**src/rtl/router_pkt_reg_if.sv**
```systemverilog
// router_pkt_reg_if: source, FIFO and controller signals of the packet register stage
interface router_pkt_reg_if #(
    parameter int DATA_W = 8,
    parameter int ADDR_W = 2
);
    logic              pkt_valid;
    logic [DATA_W-1:0] data_in;
    logic              busy;
    logic              fifo_full;
    logic              rst_int_reg;
    logic [DATA_W-1:0] dout;
    logic              dout_valid;
    logic [ADDR_W-1:0] header_addr;
    logic              header_valid;
    logic              parity_done;
    logic              low_pkt_valid;
    logic              err;
    logic              len_err;
    modport master (
        output pkt_valid, data_in, fifo_full, rst_int_reg,
        input  busy, dout, dout_valid, header_addr, header_valid, parity_done, low_pkt_valid, err, len_err
    );
    modport slave (
        input  pkt_valid, data_in, fifo_full, rst_int_reg,
        output busy, dout, dout_valid, header_addr, header_valid, parity_done, low_pkt_valid, err, len_err
    );
endinterface

```
**src/rtl/router_pkt_reg.sv**
```systemverilog
// router_pkt_reg: packet register stage with skid buffer and running parity; ROUTER_LEN_CHECK_EN adds payload length check
module router_pkt_reg #(
    parameter int DATA_W     = 8,
    parameter int ADDR_W     = 2,
    parameter int HOLD_DEPTH = 4
) (
    input  logic            clock_i,
    input  logic            resetn_i,
    router_pkt_reg_if.slave bus
);
    localparam int CNT_W = $clog2(HOLD_DEPTH + 1);
    localparam int PTR_W = $clog2(HOLD_DEPTH);
    typedef enum logic [1:0] {IDLE, LOAD, DRAIN} state_t;
    state_t            state_q, state_d;
    logic [CNT_W-1:0]  count_q, count_d;
    logic [PTR_W-1:0]  head_q, head_d, tail_q, tail_d;
    logic [DATA_W-1:0] mem_q [HOLD_DEPTH];
    logic [DATA_W-1:0] dout_q, dout_d, parity_q, parity_d;
    logic [ADDR_W-1:0] header_addr_q, header_addr_d;
    logic              dout_valid_q, dout_valid_d, header_valid_q, header_valid_d;
    logic              parity_done_q, parity_done_d, low_pkt_valid_q, low_pkt_valid_d, err_q, err_d;
    logic              busy, accept, hdr_acc, pay_acc, par_acc, push, pop, direct;
    assign busy    = (count_q == CNT_W'(HOLD_DEPTH)) || state_q == DRAIN;
    assign accept  = !busy && (state_q == IDLE ? bus.pkt_valid : state_q == LOAD);
    assign hdr_acc = accept && state_q == IDLE;
    assign pay_acc = accept && state_q == LOAD && bus.pkt_valid;
    assign par_acc = accept && state_q == LOAD && !bus.pkt_valid;
    assign pop     = !bus.fifo_full && count_q != '0;
    assign push    = accept && (bus.fifo_full || count_q != '0);
    assign direct  = accept && !bus.fifo_full && count_q == '0;
    // next state of the FSM, buffer pointers, output byte and packet status
    always_comb begin
        state_d         = hdr_acc ? LOAD : par_acc ? DRAIN : (state_q == DRAIN && count_q == '0) ? IDLE : state_q;
        count_d         = count_q + CNT_W'(push) - CNT_W'(pop);
        head_d          = pop ? (head_q == PTR_W'(HOLD_DEPTH - 1) ? '0 : head_q + 1'b1) : head_q;
        tail_d          = push ? (tail_q == PTR_W'(HOLD_DEPTH - 1) ? '0 : tail_q + 1'b1) : tail_q;
        dout_d          = pop ? mem_q[head_q] : direct ? bus.data_in : dout_q;
        dout_valid_d    = pop || direct;
        header_addr_d   = hdr_acc ? bus.data_in[ADDR_W-1:0] : header_addr_q;
        header_valid_d  = hdr_acc;
        parity_d        = hdr_acc ? bus.data_in : pay_acc ? parity_q ^ bus.data_in : parity_q;
        parity_done_d   = hdr_acc ? 1'b0 : par_acc ? 1'b1 : parity_done_q;
        err_d           = hdr_acc ? 1'b0 : par_acc ? (parity_q != bus.data_in) : err_q;
        low_pkt_valid_d = bus.rst_int_reg ? 1'b0 : par_acc ? 1'b1 : low_pkt_valid_q;
    end
    // state and status registers; reset aborts a packet and forgets any buffered bytes
    always_ff @(posedge clock_i or negedge resetn_i) begin
        if (!resetn_i) begin
            state_q         <= IDLE;
            count_q         <= '0;
            head_q          <= '0;
            tail_q          <= '0;
            dout_q          <= '0;
            dout_valid_q    <= 1'b0;
            header_addr_q   <= '0;
            header_valid_q  <= 1'b0;
            parity_q        <= '0;
            parity_done_q   <= 1'b0;
            low_pkt_valid_q <= 1'b0;
            err_q           <= 1'b0;
        end else begin
            state_q         <= state_d;
            count_q         <= count_d;
            head_q          <= head_d;
            tail_q          <= tail_d;
            dout_q          <= dout_d;
            dout_valid_q    <= dout_valid_d;
            header_addr_q   <= header_addr_d;
            header_valid_q  <= header_valid_d;
            parity_q        <= parity_d;
            parity_done_q   <= parity_done_d;
            low_pkt_valid_q <= low_pkt_valid_d;
            err_q           <= err_d;
        end
    end
    // skid storage; contents are only meaningful between tail and head
    always_ff @(posedge clock_i) begin
        if (push) mem_q[tail_q] <= bus.data_in;
    end
`ifdef ROUTER_LEN_CHECK_EN
    localparam int LEN_W = DATA_W - ADDR_W;
    logic [LEN_W-1:0] len_cnt_q, len_cnt_d, len_exp_q, len_exp_d;
    logic             len_err_q, len_err_d;
    // saturating payload count compared against the header length on the parity byte
    always_comb begin
        len_exp_d = hdr_acc ? bus.data_in[DATA_W-1:ADDR_W] : len_exp_q;
        len_cnt_d = hdr_acc ? '0 : (pay_acc && len_cnt_q != '1) ? len_cnt_q + 1'b1 : len_cnt_q;
        len_err_d = hdr_acc ? 1'b0 : par_acc ? (len_cnt_q != len_exp_q) : len_err_q;
    end
    // length-check registers
    always_ff @(posedge clock_i or negedge resetn_i) begin
        if (!resetn_i) begin
            len_cnt_q <= '0;
            len_exp_q <= '0;
            len_err_q <= 1'b0;
        end else begin
            len_cnt_q <= len_cnt_d;
            len_exp_q <= len_exp_d;
            len_err_q <= len_err_d;
        end
    end
    assign bus.len_err = len_err_q;
`else
    assign bus.len_err = 1'b0;
`endif
    assign bus.busy          = busy;
    assign bus.dout          = dout_q;
    assign bus.dout_valid    = dout_valid_q;
    assign bus.header_addr   = header_addr_q;
    assign bus.header_valid  = header_valid_q;
    assign bus.parity_done   = parity_done_q;
    assign bus.low_pkt_valid = low_pkt_valid_q;
    assign bus.err           = err_q;
endmodule

```
**src/flat_wrapper.sv**
```systemverilog
// flat-port wrapper written by rule: the top's interface ports become plain ports
module router_pkt_reg_flat 
#(
    parameter int DATA_W     = 8,
    parameter int ADDR_W     = 2,
    parameter int HOLD_DEPTH = 4
)
  (clock_i, resetn_i, bus_pkt_valid, bus_data_in, bus_fifo_full, bus_rst_int_reg, bus_busy, bus_dout, bus_dout_valid, bus_header_addr, bus_header_valid, bus_parity_done, bus_low_pkt_valid, bus_err, bus_len_err);
  router_pkt_reg_if #(.DATA_W(DATA_W), .ADDR_W(ADDR_W)) bus_i ();
  input  logic clock_i;
  input  logic resetn_i;
  input wire logic [$bits(bus_i.pkt_valid)-1:0] bus_pkt_valid;
  input wire logic [$bits(bus_i.data_in)-1:0] bus_data_in;
  input wire logic [$bits(bus_i.fifo_full)-1:0] bus_fifo_full;
  input wire logic [$bits(bus_i.rst_int_reg)-1:0] bus_rst_int_reg;
  output wire logic [$bits(bus_i.busy)-1:0] bus_busy;
  output wire logic [$bits(bus_i.dout)-1:0] bus_dout;
  output wire logic [$bits(bus_i.dout_valid)-1:0] bus_dout_valid;
  output wire logic [$bits(bus_i.header_addr)-1:0] bus_header_addr;
  output wire logic [$bits(bus_i.header_valid)-1:0] bus_header_valid;
  output wire logic [$bits(bus_i.parity_done)-1:0] bus_parity_done;
  output wire logic [$bits(bus_i.low_pkt_valid)-1:0] bus_low_pkt_valid;
  output wire logic [$bits(bus_i.err)-1:0] bus_err;
  output wire logic [$bits(bus_i.len_err)-1:0] bus_len_err;
  assign bus_i.pkt_valid = bus_pkt_valid;
  assign bus_i.data_in = bus_data_in;
  assign bus_i.fifo_full = bus_fifo_full;
  assign bus_i.rst_int_reg = bus_rst_int_reg;
  assign bus_busy = bus_i.busy;
  assign bus_dout = bus_i.dout;
  assign bus_dout_valid = bus_i.dout_valid;
  assign bus_header_addr = bus_i.header_addr;
  assign bus_header_valid = bus_i.header_valid;
  assign bus_parity_done = bus_i.parity_done;
  assign bus_low_pkt_valid = bus_i.low_pkt_valid;
  assign bus_err = bus_i.err;
  assign bus_len_err = bus_i.len_err;
  router_pkt_reg #(.DATA_W(DATA_W), .ADDR_W(ADDR_W), .HOLD_DEPTH(HOLD_DEPTH)) u_core (.clock_i(clock_i), .resetn_i(resetn_i), .bus(bus_i));
endmodule
```
**config.mk**
```make
export PLATFORM = sky130hd
export DESIGN_NAME = router_pkt_reg_flat
export DESIGN_NICKNAME = d
export VERILOG_FILES = /design/src/rtl/router_pkt_reg_if.sv /design/src/rtl/router_pkt_reg.sv /design/src/flat_wrapper.sv
export SDC_FILE = /design/constraint.sdc
export NUM_CORES = 1
export LEC_CHECK = 0
export ABC_CLOCK_PERIOD_IN_PS = 1700
export CAP_MARGIN = 20
export CORE_MARGIN = 2
export CORE_UTILIZATION = 50
export DETAILED_ROUTE_END_ITERATION = 8
export PLACE_DENSITY = 0.75
export SKIP_CTS_REPAIR_TIMING = 1
export SLEW_MARGIN = 40
export SYNTH_ARGS = -nofsm -noshare
export SYNTH_HDL_FRONTEND = slang
export SYNTH_SLANG_ARGS = --single-unit
```
**constraint.sdc**
```tcl
create_clock -name clock_i -period 1.7 [get_ports clock_i]
set_input_delay 0.34 -clock clock_i [delete_from_list [all_inputs] [get_ports clock_i]]
set_output_delay 0.34 -clock clock_i [all_outputs]
set_load 0.02 [all_outputs]
```
Yosys cells after proc, flatten, opt, wreduce, memory -nomap -nowiden --
Memory sizes are Yosys's and may differ from the RTL's. Index checks and enable logic that the tools add are counted.
Cells by class: add/subtract/negate cells 4, equal/unequal tests 6, mux-type cells 17, bitwise logic cells 1, reduce and logical (&&, ||, !) cells 24
Operators with widths (count):
- $mux W8 | 4
- $logic_and A1 B1 Y1 | 10
- $mux W2 | 5
- $mux W1 | 8
- $ne A8 B8 Y1 | 1
- $reduce_bool A2 Y1 | 4
- $xor A8 B8 Y8 | 1
- $eq A2 B2 Y1 const B | 3
- $reduce_bool A3 Y1 | 2
- $add A2 B1 Y2 const B | 2
- $add A3 B1 Y3 | 1
- $eq A3 B3 Y1 const B | 1
- $logic_not A1 Y1 | 3
- $logic_not A3 Y1 | 1
- $logic_or A1 B1 Y1 | 3
- $sub A3 B1 Y3 | 1
- $eq A2 B1 Y1 const B | 1
- $logic_not A2 Y1 | 1
Word-level totals: register bits 32, RAM bits 32, input port bits 13, output and inout port bits 17, word-level logic and storage cells 65, memories 1
Memories:
- u_core.mem_q | words 4, bits a word 8, read ports 1, clocked after memory_dff 0, write ports 1, RTL line router_pkt_reg.sv:17 | logic [DATA_W-1:0] mem_q [HOLD_DEPTH];

Logic depth before layout (Yosys ltp) --
Gate-level depths: netlist of run 1.
depth in word-level cells 8, depth in mapped cells 7, gate-level depth less buffers 7

Worst setup path after synthesis of run 1 --
Ideal clock, no wire load.
path kind register -> register, from reg u_core.count_q[2], to reg u_core.count_q[2], setup time 0.124 ns, data arrival time 1.742 ns, required time 1.576 ns, path slack -0.166 ns, cell stages (with the launch flop) 8, buffers on the path 0, clock period less this slack 1.866 ns, cell sequence dfrtp_1 > nor3_1 > or3_1 > nand2_1 > ha_1 > fa_1 > xor2_1 > xnor2_1
On the way: cells in the longest elaborated chain, start to end 7, elaborated cells between the ends (all ways) 10, those cells by class add/sub (2); eq/ne (1); reduce/logical (7)
Ends and longest elaborated chain:
- start: declaration | RTL line router_pkt_reg.sv:15 | logic [CNT_W-1:0] count_q, count_d;
- start signal: assignment | RTL line router_pkt_reg.sv:63 | count_q <= count_d;
- $eq A3 B3 Y1 | RTL line router_pkt_reg.sv:23 | assign busy = (count_q == CNT_W'(HOLD_DEPTH)) || state_q == DRAIN;
- $logic_or A1 B1 Y1 | RTL line router_pkt_reg.sv:23
- $logic_not A1 Y1 | RTL line router_pkt_reg.sv:24 | assign accept = !busy && (state_q == IDLE ? bus.pkt_valid : state_q == LOAD);
- $logic_and A1 B1 Y1 | RTL line router_pkt_reg.sv:24
- $logic_and A1 B1 Y1 | RTL line router_pkt_reg.sv:29 | assign push = accept && (bus.fifo_full || count_q != '0);
- $add A3 B1 Y3 | RTL line router_pkt_reg.sv:34 | count_d = count_q + CNT_W'(push) - CNT_W'(pop);
- $sub A3 B1 Y3 * | RTL line router_pkt_reg.sv:34
- via u_core.count_d[2] | RTL line router_pkt_reg.sv:15
The timed path passes the listed nets; every way through them passes the cells marked *. A chain may end at the register's enable or synchronous reset.

Worst setup path after layout of run 1 --
from reg u_core.count_q[0], to reg u_core.count_q[2]
The elaborated chain is that of the path after synthesis.

==> metrics.csv, run 1 <==
stage,metric,value,unit
outcome,status,"finished, violations left",
outcome,violations,negative setup slack,
layout,fillers,358,
sta,layout_min_cycle_time,1840,ps
setup_path,crit_chain,"buf_6, nor3_4, or3_4, nand2_2, ha_4, fa_2, xor2_2, xnor2_1",
setup_path,cp_num_cells,8,
setup_path,cp.arrival,2050,ps
synthesis,ys_top_cells_by_area,"edfxtp_1 (35%), dfrtp_1 (29%), mux4_2 (6.6%)",
setup_path,r2r_start,u_core.count_q[0]$_DFF_PN0_,
floorplanning,io-pin-count,30,
clock_tree,clk_pin_slew,70,ps
floorplanning,start_util,52.5,%
synthesis,synth_area_per_cell,13.6,µm²
synthesis,synth_top_area_share,35.1,%
clock_tree,h-tree-depth,3,
synthesis,syn-num-nets,221,
routing,viasPerCell,5.34,
synthesis,netlist_instances,201,
grt,grt_max_degree,33,
setup_path,critical_path.endpoint,u_core.count_q[2]$_DFF_PN0_,
sta,fin_skew,9.35,ps
synthesis,ys_ff_latch,64,
routing,routed_wl,5490,µm
setup_path,cp-start-kind,register,
place,dpl-instance-area,3350,µm²
setup_path,r2r.worst_path.cells,8,
routing,first_pass_iters,4,
setup_path,critPathCaptureType,register,
setup_path,crit_buf_inv,1,
clock_tree,clockRootBuffer,clkbuf_8,
synthesis,ys.flop_type,edfxtp_1,
setup_path,r2r-end,u_core.count_q[2]$_DFF_PN0_,
sta,final-hold-violation-count,0,
grt,grt_usage,19.3,%
power_and_ir_drop,ir_worst_vdd,0.867,mV
sta,slew_violations,0,
floorplanning,die_area,6080,µm²
sta,period_share,108,%
place,io_buffers,28,
power_and_ir_drop,p_leak,1.45,nW
clock_tree,clk_latency,330,ps
routing,num_vias,1788,
setup_path,cp_slowest_cell,dfrtp_1,
setup_path,rrSetupSlack,-140,ps
clock_tree,clock-sinks,64,
routing,route.detailed.drc,0,
clock_tree,cts_buffers,9,
synthesis,yosysTopAreaCell,edfxtp_1,
routing,antenna_left,0,
setup_path,cp_max_fo,3,
sta,rsz0062_at_grt,yes,
sta,setup_ws,-135,ps
synthesis,synth.cell_area,2740,µm²
synthesis,synth-edff-count,32,
synthesis,async_flop_share,50.0,%
clock_tree,clockBufferDepth,2,
hold_path,hold_path.class,in -> async,
layout,nets,280,
grt,gr-total-overflow,0,
routing,wire_per_inst,16.4,µm
sta,setup_viol,3,
synthesis,yosysWarnings,0,
floorplanning,die_h,78.0,µm
floorplanning,die_w,78.0,µm
setup_path,crit_required,1920,ps
synthesis,ys_seq_area_share,64.4,%
layout,antenna_cells,0,
setup_path,crit_path_max_incr_delay,400,ps
layout,syn_to_final_growth,34.2,%
setup_path,critPathKind,reg -> reg,
power_and_ir_drop,powerDensity,1290,nW/µm²
floorplanning,fp-row-count,26,
place,place.gp.congestion,0.776,
grt,grt_pass1_vias,1785,
routing,drt-initial-drc-count,115,
setup_path,startpoint,u_core.count_q[0]$_DFF_PN0_,
synthesis,ys_types,34,
place,place_hpwl,3820,µm
layout,final_area,3670,µm²
sta,max_freq,545,MHz
grt,grt_pass1_wl,8680,µm
sta,hold_ws,427,ps
job,cap_viol_max_count,0,
clock_tree,cts_tree,yes,
setup_path,cp_top_family,adder cells,
floorplanning,core,5200,µm²
grt,antenna_found_initial,0,
layout,drive_above_1_share,29.8,%
==> synthesized netlist by cell type, types with 5 or more instances <==
cell      instances
and2_1            5
xor2_1            9
o22ai_1           8
ha_1              6
mux4_2            8
a311oi_1          8
nor2_1           23
dfrtp_1          32
inv_1             6
a21oi_1          10
nor3_1           11
edfxtp_1         32
nand2_1          10
==> power by group <==
group / internal [mW] / switching [mW]
registers: 1.79 / 0.148
clock network: 0.752 / 0.549
logic: 0.835 / 0.658
total: 3.38 / 1.35
==> cells in the final DEF (no fill, tap or decap), drive strengths merged, types with 2 or more instances in the layout <==
| cell | Yosys | final |
|---|---|---|
| clkinv | 0 | 3 |
| nand2 | 10 | 10 |
| o21ai | 4 | 4 |
| nor2 | 23 | 23 |
| nor4 | 3 | 3 |
| nand2b | 2 | 2 |
| mux4 | 8 | 8 |
| dfrtp | 32 | 32 |
| clkbuf | 2 | 11 |
| and3 | 2 | 2 |
| edfxtp | 32 | 32 |
| inv | 6 | 6 |
| o22ai | 8 | 8 |
| o21bai | 2 | 2 |
| xor2 | 9 | 9 |
| clkdlybuf4s50 | 0 | 27 |
| buf | 7 | 30 |
| a311oi | 8 | 8 |
| nor3 | 11 | 11 |
| a21oi | 10 | 10 |
| and2 | 5 | 5 |
| ha | 6 | 6 |
==> state kept, by name, summed over array words and instances (netlist names) <==
signal                    cells
u_core.bus.dout               8
u_core.bus.dout_valid         1
u_core.bus.err                1
u_core.bus.header_addr        2
u_core.bus.header_valid       1
u_core.bus.low_pkt_valid      1
u_core.bus.parity_done        1
u_core.count_q                3
u_core.head_q                 2
u_core.mem_q                 32
u_core.parity_q               8
u_core.state_q                2
u_core.tail_q                 2
==> metrics by stage <==
| step | setup slack, ps | util [%] | std cells | total power [mW] | setup TNS (ps) |
|---|---|---|---|---|---|
| after floorplan | -80.4 | - | 201 | 2.70 | -80.4 |
| after global placement | -255 | 64.4 | 318 | 3.22 | -8030 |
| after detailed placement | -331 | 64.4 | 318 | 3.28 | -12150 |
| after CTS | -484 | 68.3 | 334 | 4.57 | -1020 |
| after global routing | -199 | 70.5 | 335 | 4.99 | -751 |
| final | -135 | 70.5 | 335 | 4.74 | -186 |
==> cell type report <==
cell class              instances  area [µm²]  area share (%)
flip-flops and latches         64        1760            48.0
multi-input cells             122        1030            28.1
repair buffers                 57         559            15.2
clock buffers                  11         151            4.13
well taps                      70        87.6            2.39
clock inverters                 5        55.1            1.50
inverters                       6        22.5           0.614
==> worst min-delay path by stage <==
stage                                               start                                     to  depth (start not counted)
floorplan                                        resetn_i         u_core.bus.dout[0]$_DFFE_PN0P_                          0
global placement    u_core.bus.header_addr[0]$_DFFE_PN0P_  u_core.bus.header_addr[0]$_DFFE_PN0P_                          2
detailed placement  u_core.bus.header_addr[1]$_DFFE_PN0P_  u_core.bus.header_addr[1]$_DFFE_PN0P_                          2
global route                                     resetn_i             u_core.bus.err$_DFFE_PN0P_                          2
CTS                                              resetn_i             u_core.bus.err$_DFFE_PN0P_                          2
finish                                           resetn_i             u_core.bus.err$_DFFE_PN0P_                          2
==> layer usage <==
layer  part of all wire [%]  vias up  global-route usage [%]
met5                      0        -                       0
met4                   0.95        0                    9.12
met3                    3.3        4                    4.88
met2                     49       35                    30.7
met1                     46      890                    24.9
li1                       -      859                       -
==> kinds of logic (layout without fill, tap and decap cells) <==
kind of cell	count (synthesis)	after routing	synth area share, %
xor gates and xnor gates	10	10	3.20
buffers and inverters	15	79	2.70
AOI/OAI and AO/OA	33	33	7.78
and+or+nand+nor	62	62	11.3
adders and majority gates	7	7	3.48
muxes	9	9	7.00
other	1	1	0.137
DFF	64	64	64.4
Note: power is estimated with default switching activity, not from simulation.
==> run 2: changes to the inputs <==
--- a/config.mk
+++ b/config.mk
@@ -9,6 +9,7 @@
 export CAP_MARGIN = 20
 export CORE_MARGIN = 2
 export CORE_UTILIZATION = 50
+export CTS_CLUSTER_DIAMETER = 60
 export DETAILED_ROUTE_END_ITERATION = 8
 export PLACE_DENSITY = 0.75
 export SKIP_CTS_REPAIR_TIMING = 1
==> results of run 2 <==
No change in the layout: final DEF, timing and power equal those of run 1.
==> run 3: changes to the inputs <==
--- a/config.mk
+++ b/config.mk
@@ -8,10 +8,11 @@
 export ABC_CLOCK_PERIOD_IN_PS = 1700
 export CAP_MARGIN = 20
 export CORE_MARGIN = 2
-export CORE_UTILIZATION = 50
+export CORE_UTILIZATION = 30
 export CTS_CLUSTER_DIAMETER = 60
+export CTS_CLUSTER_SIZE = 12
 export DETAILED_ROUTE_END_ITERATION = 8
-export PLACE_DENSITY = 0.75
+export REMOVE_ABC_BUFFERS = 1
 export SKIP_CTS_REPAIR_TIMING = 1
 export SLEW_MARGIN = 40
 export SYNTH_ARGS = -nofsm -noshare
==> metrics.csv, run 3 (synthesis results as in run 1) <==
stage,metric,value,unit,change
layout,drive_above_1_share,31.3,%,+1.5 points
layout,antenna_cells,0,,unchanged
sta,final-hold-violation-count,0,,unchanged
power_and_ir_drop,powerDensity,1260,nW/µm²,-2.5%
routing,antenna_left,0,,unchanged
grt,antenna_found_initial,0,,unchanged
clock_tree,clock-sinks,64,,unchanged
setup_path,crit_buf_inv,0,,-1
layout,largest_reg_flops,32,,unchanged
job,cap_viol_max_count,0,,unchanged
routing,routed_wl,6080,µm,+11%
setup_path,r2r_start,u_core.count_q[2]$_DFF_PN0_,,
outcome,violations,negative setup slack,,
setup_path,critPathCaptureType,register,,
routing,wire_per_inst,16.2,µm,-1.3%
layout,postLayoutCoreUtil,43.4,%,-27 points
grt,grt_pass1_wl,9780,µm,+13%
grt,grt_usage,13.6,%,-5.7 points
sta,slew_violations,0,,unchanged
routing,route.detailed.drc,0,,unchanged
sta,max_freq,550,MHz,+0.97%
place,dpl-instance-area,3420,µm²,+2.1%
layout,layout_common_cells,"edfxtp_1 (32), dfrtp_1 (31), nor2_1 (22), clkdlybuf4s50_1 (22), buf_4 (20)",,
setup_path,critical_path.endpoint,u_core.count_q[2]$_DFF_PN0_,,
grt,grt_pass1_vias,1863,,+4.4%
setup_path,critPathKind,reg -> reg,,
clock_tree,clockRootBuffer,clkbuf_8,,
clock_tree,cts_tree,yes,,
layout,nets,284,,+1.4%
sta,tightest_slew,508,ps,
power_and_ir_drop,p_leak,1.56,nW,+7.3%
place,place.gp.congestion,0.696,,-10%
routing,drt-initial-drc-count,73,,-37%
clock_tree,cts_buffers,9,,unchanged
setup_path,cp.arrival,2040,ps,about the same
floorplanning,die_w,99.5,µm,+28%
setup_path,cp_num_cells,7,,-1
grt,gr-total-overflow,0,,unchanged
setup_path,crit_required,1930,ps,about the same
clock_tree,clk_latency,340,ps,about the same
sta,fin_skew,5.47,ps,-3.88 ps
setup_path,cp_max_fo,3,,unchanged
sta,fin_setup_tns,-154,ps,+32.5 ps
layout,layout_commonest_cell,edfxtp_1,,
floorplanning,io-pin-count,30,,unchanged
floorplanning,fp-row-count,34,,+31%
setup_path,crit_path_max_incr_delay,410,ps,about the same
layout,regMostFlops,u_core.mem_q,,
sta,relSlewSlack,65.8,%,
clock_tree,clockBufferDepth,2,,unchanged
setup_path,cp_top_family,adder cells,,
floorplanning,start_util,31.2,%,-21 points
power_and_ir_drop,ir_worst_vdd,0.520,mV,-40%
sta,rsz0062_at_grt,yes,,
sta,setup_ws,-118,ps,+17.6 ps
floorplanning,die_area,9900,µm²,+63%
routing,num_vias,1801,,+0.73%
clock_tree,h-tree-depth,3,,unchanged
floorplanning,core,8760,µm²,+68%
layout,final_area,3800,µm²,+3.6%
clock_tree,clk_pin_slew,70,ps,about the same
routing,viasPerCell,4.79,,-10%
sta,period_share,107,%,-1.0 points
sta,layout_min_cycle_time,1820,ps,-17.6 ps
setup_path,crit_chain,"nor3_2, or3_4, nand2_2, ha_4, fa_2, xor2_2, xnor2_1",,
hold_path,hold_path.class,in -> async,,
sta,hold_ws,366,ps,-61.0 ps
place,place_hpwl,4040,µm,+5.9%
routing,first_pass_iters,4,,unchanged
grt,grt_max_degree,33,,unchanged
setup_path,rrSetupSlack,-120,ps,+20 ps
floorplanning,die_h,99.5,µm,+28%
setup_path,cp_slowest_cell,dfrtp_1,,
layout,syn_to_final_growth,39.0,%,
outcome,status,"finished, violations left",,
setup_path,r2r-end,u_core.count_q[2]$_DFF_PN0_,,
setup_path,startpoint,u_core.count_q[2]$_DFF_PN0_,,
sta,setup_viol,2,,-1
setup_path,cp-start-kind,register,,
setup_path,r2r.worst_path.cells,7,,-1
place,io_buffers,28,,unchanged
## run 3: routing by layer
| metal | routed length (µm) | part of all wire (%) | GRT usage (%) | vias to the layer above |
|---|---|---|---|---|
| met4 | 34 | 0.56 | 4.43 | 0 |
| met3 | 301 | 4.9 | 4.85 | 4 |
| li1 | - | - | - | 865 |
| met5 | 0 | 0 | 0 | - |
| met2 | 2880 | 47 | 20.3 | 40 |
| met1 | 2870 | 47 | 18.4 | 892 |
## run 3: power by group
part	internal (mW)	switching [mW]
registers	1.80	0.153
clock network	0.896	0.566
logic	0.765	0.604
total	3.46	1.32
## run 3: stage by stage
stage / worst slack, ps / instances / power, mW
floorplan: -166 / 192 / 2.65
global placement: -403 / 359 / 3.22
detailed placement: -447 / 359 / 3.25
CTS: -575 / 374 / 4.72
global route: -171 / 376 / 5.03
finish: -118 / 376 / 4.78
## run 3: layout make-up
| cell class | count | area, µm² |
|---|---|---|
| well taps | 108 | 135 |
| clock inverters | 3 | 65.1 |
| inverters | 6 | 22.5 |
| clock buffers | 12 | 155 |
| multi-input cells | 122 | 1010 |
| flip-flops and latches | 64 | 1760 |
| repair buffers | 61 | 652 |
| fillers | 824 | 4960 |
## run 3: worst min path at each step
stage                                                      from                               endpoint  slack [ps]
final                                                  resetn_i         u_core.bus.dout[0]$_DFFE_PN0P_         370
after global routing                                   resetn_i            u_core.count_q[1]$_DFF_PN0_         370
after CTS                                              resetn_i         u_core.bus.dout[7]$_DFFE_PN0P_         360
after detailed placement  u_core.bus.header_addr[0]$_DFFE_PN0P_  u_core.bus.header_addr[0]$_DFFE_PN0P_         470
after global placement    u_core.bus.header_addr[0]$_DFFE_PN0P_  u_core.bus.header_addr[0]$_DFFE_PN0P_         470
after floorplan                                        resetn_i         u_core.bus.dout[0]$_DFFE_PN0P_          40
